<file path="src/rtl/lstm_seq_ctrl_if.sv">
// Handshake and sequencing bundle between the LSTM sequence controller and
// the input memory / shift register / lstm core it drives.
interface lstm_seq_ctrl_if #(
    parameter int unsigned WIDTH = 32
);
    logic             i_start;
    logic             i_wupd;
    logic [WIDTH-1:0] o_addr;
    logic             o_shift_en;
    logic             o_lstm_en;
    logic             o_h_valid;
    logic [WIDTH-1:0] o_step;
    logic             o_sel;
    logic             o_wupd_ack;
    logic             o_busy;
    logic             o_done;

    modport master (
        input  i_start, i_wupd,
        output o_addr, o_shift_en, o_lstm_en, o_h_valid, o_step,
               o_sel, o_wupd_ack, o_busy, o_done
    );

    modport slave (
        output i_start, i_wupd,
        input  o_addr, o_shift_en, o_lstm_en, o_h_valid, o_step,
               o_sel, o_wupd_ack, o_busy, o_done
    );
endinterface

</file>
<file path="src/rtl/lstm_seq_ctrl.sv">
// Sequencing controller for the single-layer LSTM forward datapath: fills the
// input window, runs the timestep loop and owns the weight-source select.
module lstm_seq_ctrl #(
    parameter int unsigned WIDTH          = 32,
    parameter int unsigned NUM            = 35,
    parameter int unsigned NUM_ITERATIONS = 8,
    parameter int unsigned LSTM_LAT       = 4
) (
    input  logic               clk,
    input  logic               rst,
    lstm_seq_ctrl_if.master    bus
);

    localparam logic [2:0] S_IDLE    = 3'd0;
    localparam logic [2:0] S_FILL    = 3'd1;
    localparam logic [2:0] S_COMPUTE = 3'd2;
    localparam logic [2:0] S_ADVANCE = 3'd3;
    localparam logic [2:0] S_DONE    = 3'd4;

    localparam logic [WIDTH-1:0] FILL_LAST = WIDTH'(NUM - 2);
    localparam logic [WIDTH-1:0] COMP_LAST = WIDTH'(LSTM_LAT - 1);
    localparam logic [WIDTH-1:0] STEP_LAST = WIDTH'(NUM_ITERATIONS - 1);

    logic [2:0]       state, state_nxt;
    logic [WIDTH-1:0] cnt,   cnt_nxt;
    logic [WIDTH-1:0] addr,  addr_nxt;
    logic [WIDTH-1:0] step,  step_nxt;
    logic             sel,   sel_nxt;
    logic             pend,  pend_nxt;
    logic             ack,   ack_nxt;

    // State and counter registers
    always_ff @(posedge clk) begin
        if (rst) begin
            state <= S_IDLE;
            cnt   <= '0;
            addr  <= '0;
            step  <= '0;
            sel   <= 1'b0;
            pend  <= 1'b0;
            ack   <= 1'b0;
        end else begin
            state <= state_nxt;
            cnt   <= cnt_nxt;
            addr  <= addr_nxt;
            step  <= step_nxt;
            sel   <= sel_nxt;
            pend  <= pend_nxt;
            ack   <= ack_nxt;
        end
    end

    // Next-state, counters and weight-update handshake
    always_comb begin
        state_nxt = state;
        cnt_nxt   = cnt;
        addr_nxt  = addr;
        step_nxt  = step;
        sel_nxt   = sel;
        ack_nxt   = 1'b0;
        pend_nxt  = pend | bus.i_wupd;

        case (state)
            S_IDLE: begin
                if (bus.i_start) begin
                    state_nxt = S_FILL;
                    cnt_nxt   = '0;
                    addr_nxt  = '0;
                    step_nxt  = '0;
                end
            end
            S_FILL: begin
                if (cnt == FILL_LAST) begin
                    state_nxt = S_COMPUTE;
                    cnt_nxt   = '0;
                end else begin
                    cnt_nxt  = cnt + WIDTH'(1);
                    addr_nxt = addr + WIDTH'(1);
                end
            end
            S_COMPUTE: begin
                if (cnt == COMP_LAST) begin
                    cnt_nxt = '0;
                    if (step == STEP_LAST) begin
                        state_nxt = S_DONE;
                    end else begin
                        state_nxt = S_ADVANCE;
                        addr_nxt  = addr + WIDTH'(1);
                    end
                end else begin
                    cnt_nxt = cnt + WIDTH'(1);
                end
            end
            S_ADVANCE: begin
                state_nxt = S_COMPUTE;
                cnt_nxt   = '0;
                step_nxt  = step + WIDTH'(1);
            end
            S_DONE: begin
                state_nxt = S_IDLE;
            end
            default: begin
                state_nxt = S_IDLE;
            end
        endcase

        // Weight switch lands on the first idle cycle so o_sel is stable while busy
        if (state_nxt == S_IDLE && pend_nxt) begin
            sel_nxt  = 1'b1;
            ack_nxt  = 1'b1;
            pend_nxt = 1'b0;
        end
    end

    assign bus.o_addr     = addr;
    assign bus.o_step     = step;
    assign bus.o_sel      = sel;
    assign bus.o_wupd_ack = ack;
    assign bus.o_shift_en = (state == S_FILL) || (state == S_ADVANCE);
    assign bus.o_lstm_en  = (state == S_COMPUTE);
    assign bus.o_h_valid  = (state == S_COMPUTE) && (cnt == COMP_LAST);
    assign bus.o_busy     = (state != S_IDLE);
    assign bus.o_done     = (state == S_DONE);

endmodule

</file>
<file path="src/flat_wrapper.sv">
// flat-port wrapper written by rule: the top's interface ports become plain ports
module lstm_seq_ctrl_flat 
#(
    parameter int unsigned WIDTH          = 32,
    parameter int unsigned NUM            = 35,
    parameter int unsigned NUM_ITERATIONS = 8,
    parameter int unsigned LSTM_LAT       = 4
)
  (clk, rst, bus_i_start, bus_i_wupd, bus_o_addr, bus_o_shift_en, bus_o_lstm_en, bus_o_h_valid, bus_o_step, bus_o_sel, bus_o_wupd_ack, bus_o_busy, bus_o_done);
  lstm_seq_ctrl_if #(.WIDTH(WIDTH)) bus_i ();
  input  logic clk;
  input  logic rst;
  input wire logic [$bits(bus_i.i_start)-1:0] bus_i_start;
  input wire logic [$bits(bus_i.i_wupd)-1:0] bus_i_wupd;
  output wire logic [$bits(bus_i.o_addr)-1:0] bus_o_addr;
  output wire logic [$bits(bus_i.o_shift_en)-1:0] bus_o_shift_en;
  output wire logic [$bits(bus_i.o_lstm_en)-1:0] bus_o_lstm_en;
  output wire logic [$bits(bus_i.o_h_valid)-1:0] bus_o_h_valid;
  output wire logic [$bits(bus_i.o_step)-1:0] bus_o_step;
  output wire logic [$bits(bus_i.o_sel)-1:0] bus_o_sel;
  output wire logic [$bits(bus_i.o_wupd_ack)-1:0] bus_o_wupd_ack;
  output wire logic [$bits(bus_i.o_busy)-1:0] bus_o_busy;
  output wire logic [$bits(bus_i.o_done)-1:0] bus_o_done;
  assign bus_i.i_start = bus_i_start;
  assign bus_i.i_wupd = bus_i_wupd;
  assign bus_o_addr = bus_i.o_addr;
  assign bus_o_shift_en = bus_i.o_shift_en;
  assign bus_o_lstm_en = bus_i.o_lstm_en;
  assign bus_o_h_valid = bus_i.o_h_valid;
  assign bus_o_step = bus_i.o_step;
  assign bus_o_sel = bus_i.o_sel;
  assign bus_o_wupd_ack = bus_i.o_wupd_ack;
  assign bus_o_busy = bus_i.o_busy;
  assign bus_o_done = bus_i.o_done;
  lstm_seq_ctrl #(.WIDTH(WIDTH), .NUM(NUM), .NUM_ITERATIONS(NUM_ITERATIONS), .LSTM_LAT(LSTM_LAT)) u_core (.clk(clk), .rst(rst), .bus(bus_i));
endmodule
</file>
<file path="config.mk">
export PLATFORM = sky130hd
export DESIGN_NAME = lstm_seq_ctrl_flat
export DESIGN_NICKNAME = d
export VERILOG_FILES = /design/src/rtl/lstm_seq_ctrl_if.sv /design/src/rtl/lstm_seq_ctrl.sv /design/src/flat_wrapper.sv
export SDC_FILE = /design/constraint.sdc
export NUM_CORES = 1
export LEC_CHECK = 0
export CAP_MARGIN = 5
export CORE_UTILIZATION = 50
export DETAILED_ROUTE_END_ITERATION = 12
export HOLD_SLACK_MARGIN = 0.12
export PLACE_DENSITY = 0.71
export SYNTH_ARGS = -nofsm -noshare
export SYNTH_HDL_FRONTEND = slang
export SYNTH_SLANG_ARGS = --single-unit
export TNS_END_PERCENT = 20
</file>
<file path="constraint.sdc">
create_clock -name clk -period 2.7 [get_ports clk]
set_input_delay 0.54 -clock clk [delete_from_list [all_inputs] [get_ports clk]]
set_output_delay 0.54 -clock clk [all_outputs]
set_load 0.1 [all_outputs]
</file>
* Word level (Yosys, flattened, before mapping)
Cells that the tools add are included.
Cells by class: reductions and logical operators 13, bitwise logic cells 1, $add $sub $neg 3, eq/ne operators 11, multiplexer cells 15
Operators with widths (number):
- 32-bit 2-to-1 mux | 6
- 32-bit one-hot mux with 4 select lines | 1
- 32-bit by 1-bit adder with 32-bit output, second input constant | 3
- 32-bit one-hot mux with 3 select lines | 1
- 32-bit one-hot mux with 2 select lines | 1
- 32-bit by 2-bit equality test with 1-bit output, second input constant | 1
- 32-bit by 3-bit equality test with 1-bit output, second input constant | 1
- 32-bit by 6-bit equality test with 1-bit output, second input constant | 1
- 3-bit 2-to-1 mux | 4
- 3-bit one-hot mux with 4 select lines | 1
- 3-bit by 2-bit equality test with 1-bit output, second input constant | 2
- 3-bit logical NOT | 2
- 2-bit != test, second input constant | 3
- 3-bit nonzero test | 2
- 5-bit AND reduction | 1
- 2-bit AND reduction | 2
- 4-bit nonzero test | 1
- 3-bit by 1-bit equality test with 1-bit output, second input constant | 1
- 3-bit equality test, second input constant | 1
- 1-bit logical AND | 2
- 2-bit by 1-bit != test with 1-bit output, second input constant | 1
- 2-bit nonzero test | 1
- 2-bit OR reduction | 1
- 1-bit logical OR | 1
- 2 further kinds | 2
Storage, ports and cells: output and inout bits 71, register bits after elaboration 102, word-level logic and storage cells 50, input bits 4

* Logic depth before layout (Yosys ltp)
Gate-level depths: netlist (run 1).
word-level depth 7, depth in mapped cells 10, depth with buffers taken out 8

* Least setup slack after synthesis (run 1)
OpenSTA, ideal clock, no wires.
path type register to output, start reg u_core.state[1], end out bus_o_h_valid, path slack -0.757 ns, cell stages (with the launch flop) 7, arrival 2.917 ns, cell sequence dfxtp_1 buf_2 nand2_1 or2_2 inv_1 clkbuf_1 and2_1
On the way: cells in the longest elaborated chain, start to end 2
RTL lines:
- from (decl) | RTL line lstm_seq_ctrl.sv:24 | logic [2:0] state, state_nxt;
- from (signal assigned) | RTL line lstm_seq_ctrl.sv:43 | state <= state_nxt;
- 3-bit by 2-bit equality test with 1-bit output
- named net bus_o_lstm_en | RTL line flat_wrapper.sv:17 | output wire logic [$bits(bus_i.o_lstm_en)-1:0] bus_o_lstm_en;
- 1-bit logical AND | RTL line lstm_seq_ctrl.sv:121 | assign bus.o_h_valid = (state == S_COMPUTE) && (cnt == COMP_LAST);
- to (decl) | RTL line flat_wrapper.sv:18 | output wire logic [$bits(bus_i.o_h_valid)-1:0] bus_o_h_valid;
The timed path passes the listed nets, and every way through them passes these cells.

* Worst setup path after layout (run 1)
start reg u_core.cnt[23], end out bus_o_h_valid
On the way: cells in the longest elaborated chain, start to end 2
RTL lines:
- from (decl) | RTL line lstm_seq_ctrl.sv:25 | logic [WIDTH-1:0] cnt, cnt_nxt;
- from (signal assigned) | RTL line lstm_seq_ctrl.sv:44 | cnt <= cnt_nxt;
- 32-bit by 2-bit equality test with 1-bit output | RTL line lstm_seq_ctrl.sv:121
- 1-bit logical AND | RTL line lstm_seq_ctrl.sv:121
Every way passes these cells.

==> results of run 1 <==
[stage by stage]
stage	setup TNS (ns)	power, mW	area, um^2	setup WS (ns)
CTS	0	2.842	6223	0.0002276
global placement	-0.4388	1.713	5986	-0.1105
detailed placement	-0.6058	1.715	5986	-0.1401
floorplan	-1.051	1.663	5130	-0.1498
global route	0	2.920	6232	0.02444
finish	0	2.831	6232	0.1416
[worst paths after layout]
| check | startpoint | cells after the start | endpoint |
|---|---|---|---|
| max reg2reg | u_core.state[2] | 6 | u_core.bus.o_step[28] |
| min | u_core.bus.o_addr[31] | 2 | u_core.bus.o_addr[31] |
| max | u_core.cnt[23] | 5 | bus_o_h_valid |
| min reg2reg | u_core.bus.o_addr[31] | 2 | u_core.bus.o_addr[31] |
[final cells by class]
| type | count | area, um^2 |
|---|---|---|
| sequential | 102 | 2051 |
| tap | 133 | 166.4 |
| multi-input combinational | 496 | 2934 |
| clock buffer | 10 | 127.6 |
| clock inverter | 6 | 110.1 |
| fill | 884 | 3632 |
| timing repair buffer | 103 | 805.8 |
| inverter | 10 | 37.54 |
[worst max-delay path, cell delays in order, from the launching register on]
cell     delay (ns)
dfxtp_1        0.36
nor4_1         0.32
nand4_1        0.19
nor4_2         0.35
and2_2         0.25
buf_12         0.18
[cells in the final DEF, fill, tap and decap left out, types with 18 or more instances in the layout]
cell	n
or3_1	20
a21oi_1	41
xnor2_1	19
nor4_1	24
nand4_1	27
xor2_1	18
dfxtp_1	99
nand3_1	39
buf_4	98
nor2_1	83
o21ai_0	23
nand2_1	62
[sequential cells by signal, summed over array words and instances (netlist names)]
signal                 count
u_core.bus.o_addr         32
u_core.bus.o_sel           1
u_core.bus.o_step         32
u_core.bus.o_wupd_ack      1
u_core.cnt                32
u_core.pend                1
u_core.state               3
[per-layer routing]
| layer | wire (um) | part of all wire [%] | up-vias | track usage [%] |
|---|---|---|---|---|
| met5 | 0 | 0 | - | 0 |
| met4 | 221 | 1.7 | 0 | 9.751 |
| met3 | 453 | 3.5 | 18 | 3.458 |
| met2 | 5933 | 46 | 107 | 39.54 |
| met1 | 6200 | 48 | 2364 | 33.35 |
| li1 | - | - | 2511 | - |
[power groups by stage]
stage,Sequential [mW],Combinational [mW],Clock [mW]
floorplan,1.57,0.0897,0
global placement,1.55,0.161,0
detailed placement,1.55,0.163,0
CTS,1.52,0.163,1.16
global route,1.52,0.175,1.23
finish,1.52,0.164,1.15
[logic make-up after synthesis]
logic type / share of synthesized area [%]
mux: 1.933
fa+ha+maj: 0.9788
xor+xnor: 6.337
buf+inv: 2.985
simple gates: 34.30
compound gates: 13.53
flops: 39.93
==> results_dict.tcl, run 1 <==
set metrics [dict create \
    hp-class "flip-flop to flip-flop" \
    start_util_pct 51.84 \
    syn-cell-area_mm2 0.005114 \
    critPathKind "flip-flop to output port" \
    whs_ns 0.4902 \
    die-height_um 103.1 \
    drtIter0Drc 256 \
    ys_seq_area_share_pct 39.93 \
    cts_tree "done" \
    slew_headroom_pct 54.22 \
    die_x_um 103.1 \
    grtUsageTotal_pct 24.61 \
    synth-main-ff-cell "dfxtp_1" \
    async_flop_share_pct 0 \
    overflow 0 \
    yosys-top-cells-count "dfxtp_1 (102), nor2_1 (83), nand2_1 (62), a21oi_1 (41), nand3_1 (39)" \
    core_area_mm2 0.009864 \
    port_buffers 74 \
    share_comb_of_total_power_pct 5.8 \
    dpl.cell_count 844 \
    power.density_mw_per_mm2 454.2 \
    synth_edf_count 0 \
    max-vdd-ir-drop_mv 0.2222 \
    clockPowerShare_pct 40.6 \
    antenna_found_initial 0 \
    worst_ep_required_time_ns 2.16 \
    crit_path_start_kind "flip-flop" \
    cts_setup_buffers 0 \
    yosys.cell_types.count 53 \
    cts_resized 0 \
    dp_hpwl_um 9354 \
    first_pass_iters 5 \
    cts_num_sinks 102 \
    critPathMaxFanout 5 \
    worstMarginPinSlew_ns 0.6810 \
    clkTransAtPathRegs_ns 0.09 \
    cap_viol_max_count 0 \
    yosysMostFrequentCell "dfxtp_1" \
    end_kind "output port" \
    hold_viol 0 \
    synth_warnings 0 \
    drive_gt1_share_pct 18.84 \
    diodes 0 \
    worst_clock_skew_ns 0.007137 \
    post_drt_wl_per_cell_um 14.89 \
    synth-seq-cells 102 \
    p_sw_share_pct 23.45 \
    outcome "complete, no violations" \
    final_util_pct 63.18 \
    clockRootBuffer "clkbuf_8" \
    rows 36 \
    grt_pass1_wl_um 20520 \
    min_period_ns 2.558 \
    vias 5000 \
    first_global_vias 4395 \
    final_cells 860 \
    leakage_nw 2.149 \
    clock_latency_ns 0.37 \
    drc_errors 0 \
    ff2ff_setup_slack_ns 0.21 \
    slew_viol_final 0 \
    post-route-period-util_pct 94.75 \
    area_growth_pct 21.87 \
    rsz0062_at_grt "false" \
    switching_power_uw 663.9 \
    syn_avg_cell_area_um2 8.028 \
    synth_top_area_cell "dfxtp_1" \
    wl_um 12810 \
    synth.top_cell.area_share_pct 39.93 \
    synth_nets 645 \
    fmax_mhz 390.9 \
    num_io_pins 75 \
    grt_max_degree 32 \
    die_area_mm2 0.01064 \
    worstPathArrival_ns 2.02 \
    htreeDepth 3 \
    vias_per_cell 5.814 \
    nets 730 \
    power.internal_mw 2.167 \
    netlist_top_cells_area "dfxtp_1 (40%), nor2_1 (6.1%), nand2_1 (4.6%)" \
    p_seq_share_pct 53.6 \
    ctsHoldBuffers 0 \
    ant_nets 0 \
    syn-instance-count 637 \
    cts_buffer_depth 2 \
    setup_viol_count_final 0 \
    cts_buffers 9 \
    gp_congestion 0.8335 \
]
(Power assumes the default switching activity.)
==> inputs of run 2 (changes only) <==
--- a/config.mk
+++ b/config.mk
@@ -13,4 +13,3 @@
 export SYNTH_ARGS = -nofsm -noshare
 export SYNTH_HDL_FRONTEND = slang
 export SYNTH_SLANG_ARGS = --single-unit
-export TNS_END_PERCENT = 20
==> results_dict.tcl, run 2 (synthesis gave the netlist of run 1 again) <==
set metrics [dict create \
    total_power_mw 2.746 \
    die-height_um 103.1 \
    first_pass_iters 5 \
    ant_nets 0 \
    slew_viol_final 0 \
    worst_clock_skew_ns 0.01312 \
    end_kind "output port" \
    rows 36 \
    area_growth_pct 22.34 \
    worstPathArrival_ns 2.02 \
    drc_errors 0 \
    min_period_ns 2.564 \
    cts_num_sinks 102 \
    htreeDepth 3 \
    die_area_mm2 0.01064 \
    core_area_mm2 0.009864 \
    nets 733 \
    outcome "complete, no violations" \
    diodes 0 \
    postPlaceCellArea_mm2 0.006023 \
    vias_per_cell 5.717 \
    post_drt_wl_per_cell_um 14.56 \
    leakage_nw 2.161 \
    clockRootBuffer "clkbuf_8" \
    power.density_mw_per_mm2 438.9 \
    pre_cts_ws_ns -0.1346 \
    wl_um 12570 \
    num_io_pins 75 \
    worstMarginPinSlew_ns 0.5795 \
    cts_buffers 9 \
    die_x_um 103.1 \
    critPathMaxFanout 8 \
    max-vdd-ir-drop_mv 0.2160 \
    worst_ep_required_time_ns 2.16 \
    antenna_found_initial 0 \
    fmax_mhz 390.0 \
    cts_buffer_depth 2 \
    final_util_pct 63.42 \
    first_global_vias 4207 \
    cap_viol_max_count 0 \
    dpl.cell_count 847 \
    crit_path_start_kind "flip-flop" \
    setup_viol_count_final 0 \
    whs_ns 0.4796 \
    drtIter0Drc 228 \
    clock_latency_ns 0.37 \
    cts_tree "done" \
    drive_gt1_share_pct 20.82 \
    dp_hpwl_um 9254 \
    final_cell_area_mm2 0.006256 \
    grt_max_degree 35 \
    critPathKind "flip-flop to output port" \
    post-route-period-util_pct 94.96 \
    slew_headroom_pct 61.01 \
    clkTransAtPathRegs_ns 0.10 \
    gp_congestion 0.8025 \
    hold_viol 0 \
    vias 4934 \
    grt_pass1_wl_um 20240 \
    port_buffers 74 \
    start_util_pct 51.84 \
    final_common_cell "buf_4" \
    num-fill-cells 876 \
    hp-class "flip-flop to flip-flop" \
    ctsHoldBuffers 0 \
    mostFrequentLayoutCells "buf_4 (101), dfxtp_1 (89), nor2_1 (83)" \
    final_cells 863 \
    timing.setup.tns_ns 0 \
    grtUsageTotal_pct 23.98 \
    overflow 0 \
    fin_ws_ns 0.1362 \
]
run 2: worst paths after layout:
kind | cells after the start | slack (ns) | end | startpoint
worst max register to register | 7 | 0.17 | u_core.bus.o_addr[13] | u_core.cnt[25]
worst min-delay path | 2 | 0.48 | u_core.bus.o_sel | u_core.bus.o_sel
worst min register to register | 2 | 0.48 | u_core.bus.o_sel | u_core.bus.o_sel
worst max-delay path | 5 | 0.14 | bus_o_h_valid | u_core.cnt[13]
run 2: timing repair:
item                       in CTS  in global routing
setup endpoints to repair       1                  1
setup buffers                   0                  0
gates resized for setup         1                  1
run 2: area by class of cell:
cell class	instances	area (um^2)	area share, %
clock buffer	9	123.9	1.980
clock inverter	7	96.34	1.540
multi-input combinational	496	2940	47.00
sequential	102	2063	32.98
inverter	10	37.54	0.6000
timing repair buffer	106	828.3	13.24
tap	133	166.4	2.660
run 2: critical path: stages, from the launching register on:
cell	delay, ns
dfxtp_1	0.41
nor4_1	0.30
nand4_1	0.17
nor4_2	0.35
and2_2	0.25
buf_12	0.18
run 2: report_power, final:
part / internal (mW) / switching (mW) / leakage [nW]
Sequential: 1.51 / 0.00762 / 0.830
Combinational: 0.0474 / 0.119 / 1.23
Clock: 0.523 / 0.540 / 0.102
run 2: routing by layer:
layer / global-route usage (%) / vias up / part of all wire (%)
li1: - / 2519 / -
met1: 33.03 / 2296 / 48
met2: 38.62 / 111 / 46
met3: 4.610 / 8 / 4.3
met4: 5.850 / 0 / 0.71
met5: 0 / - / 0
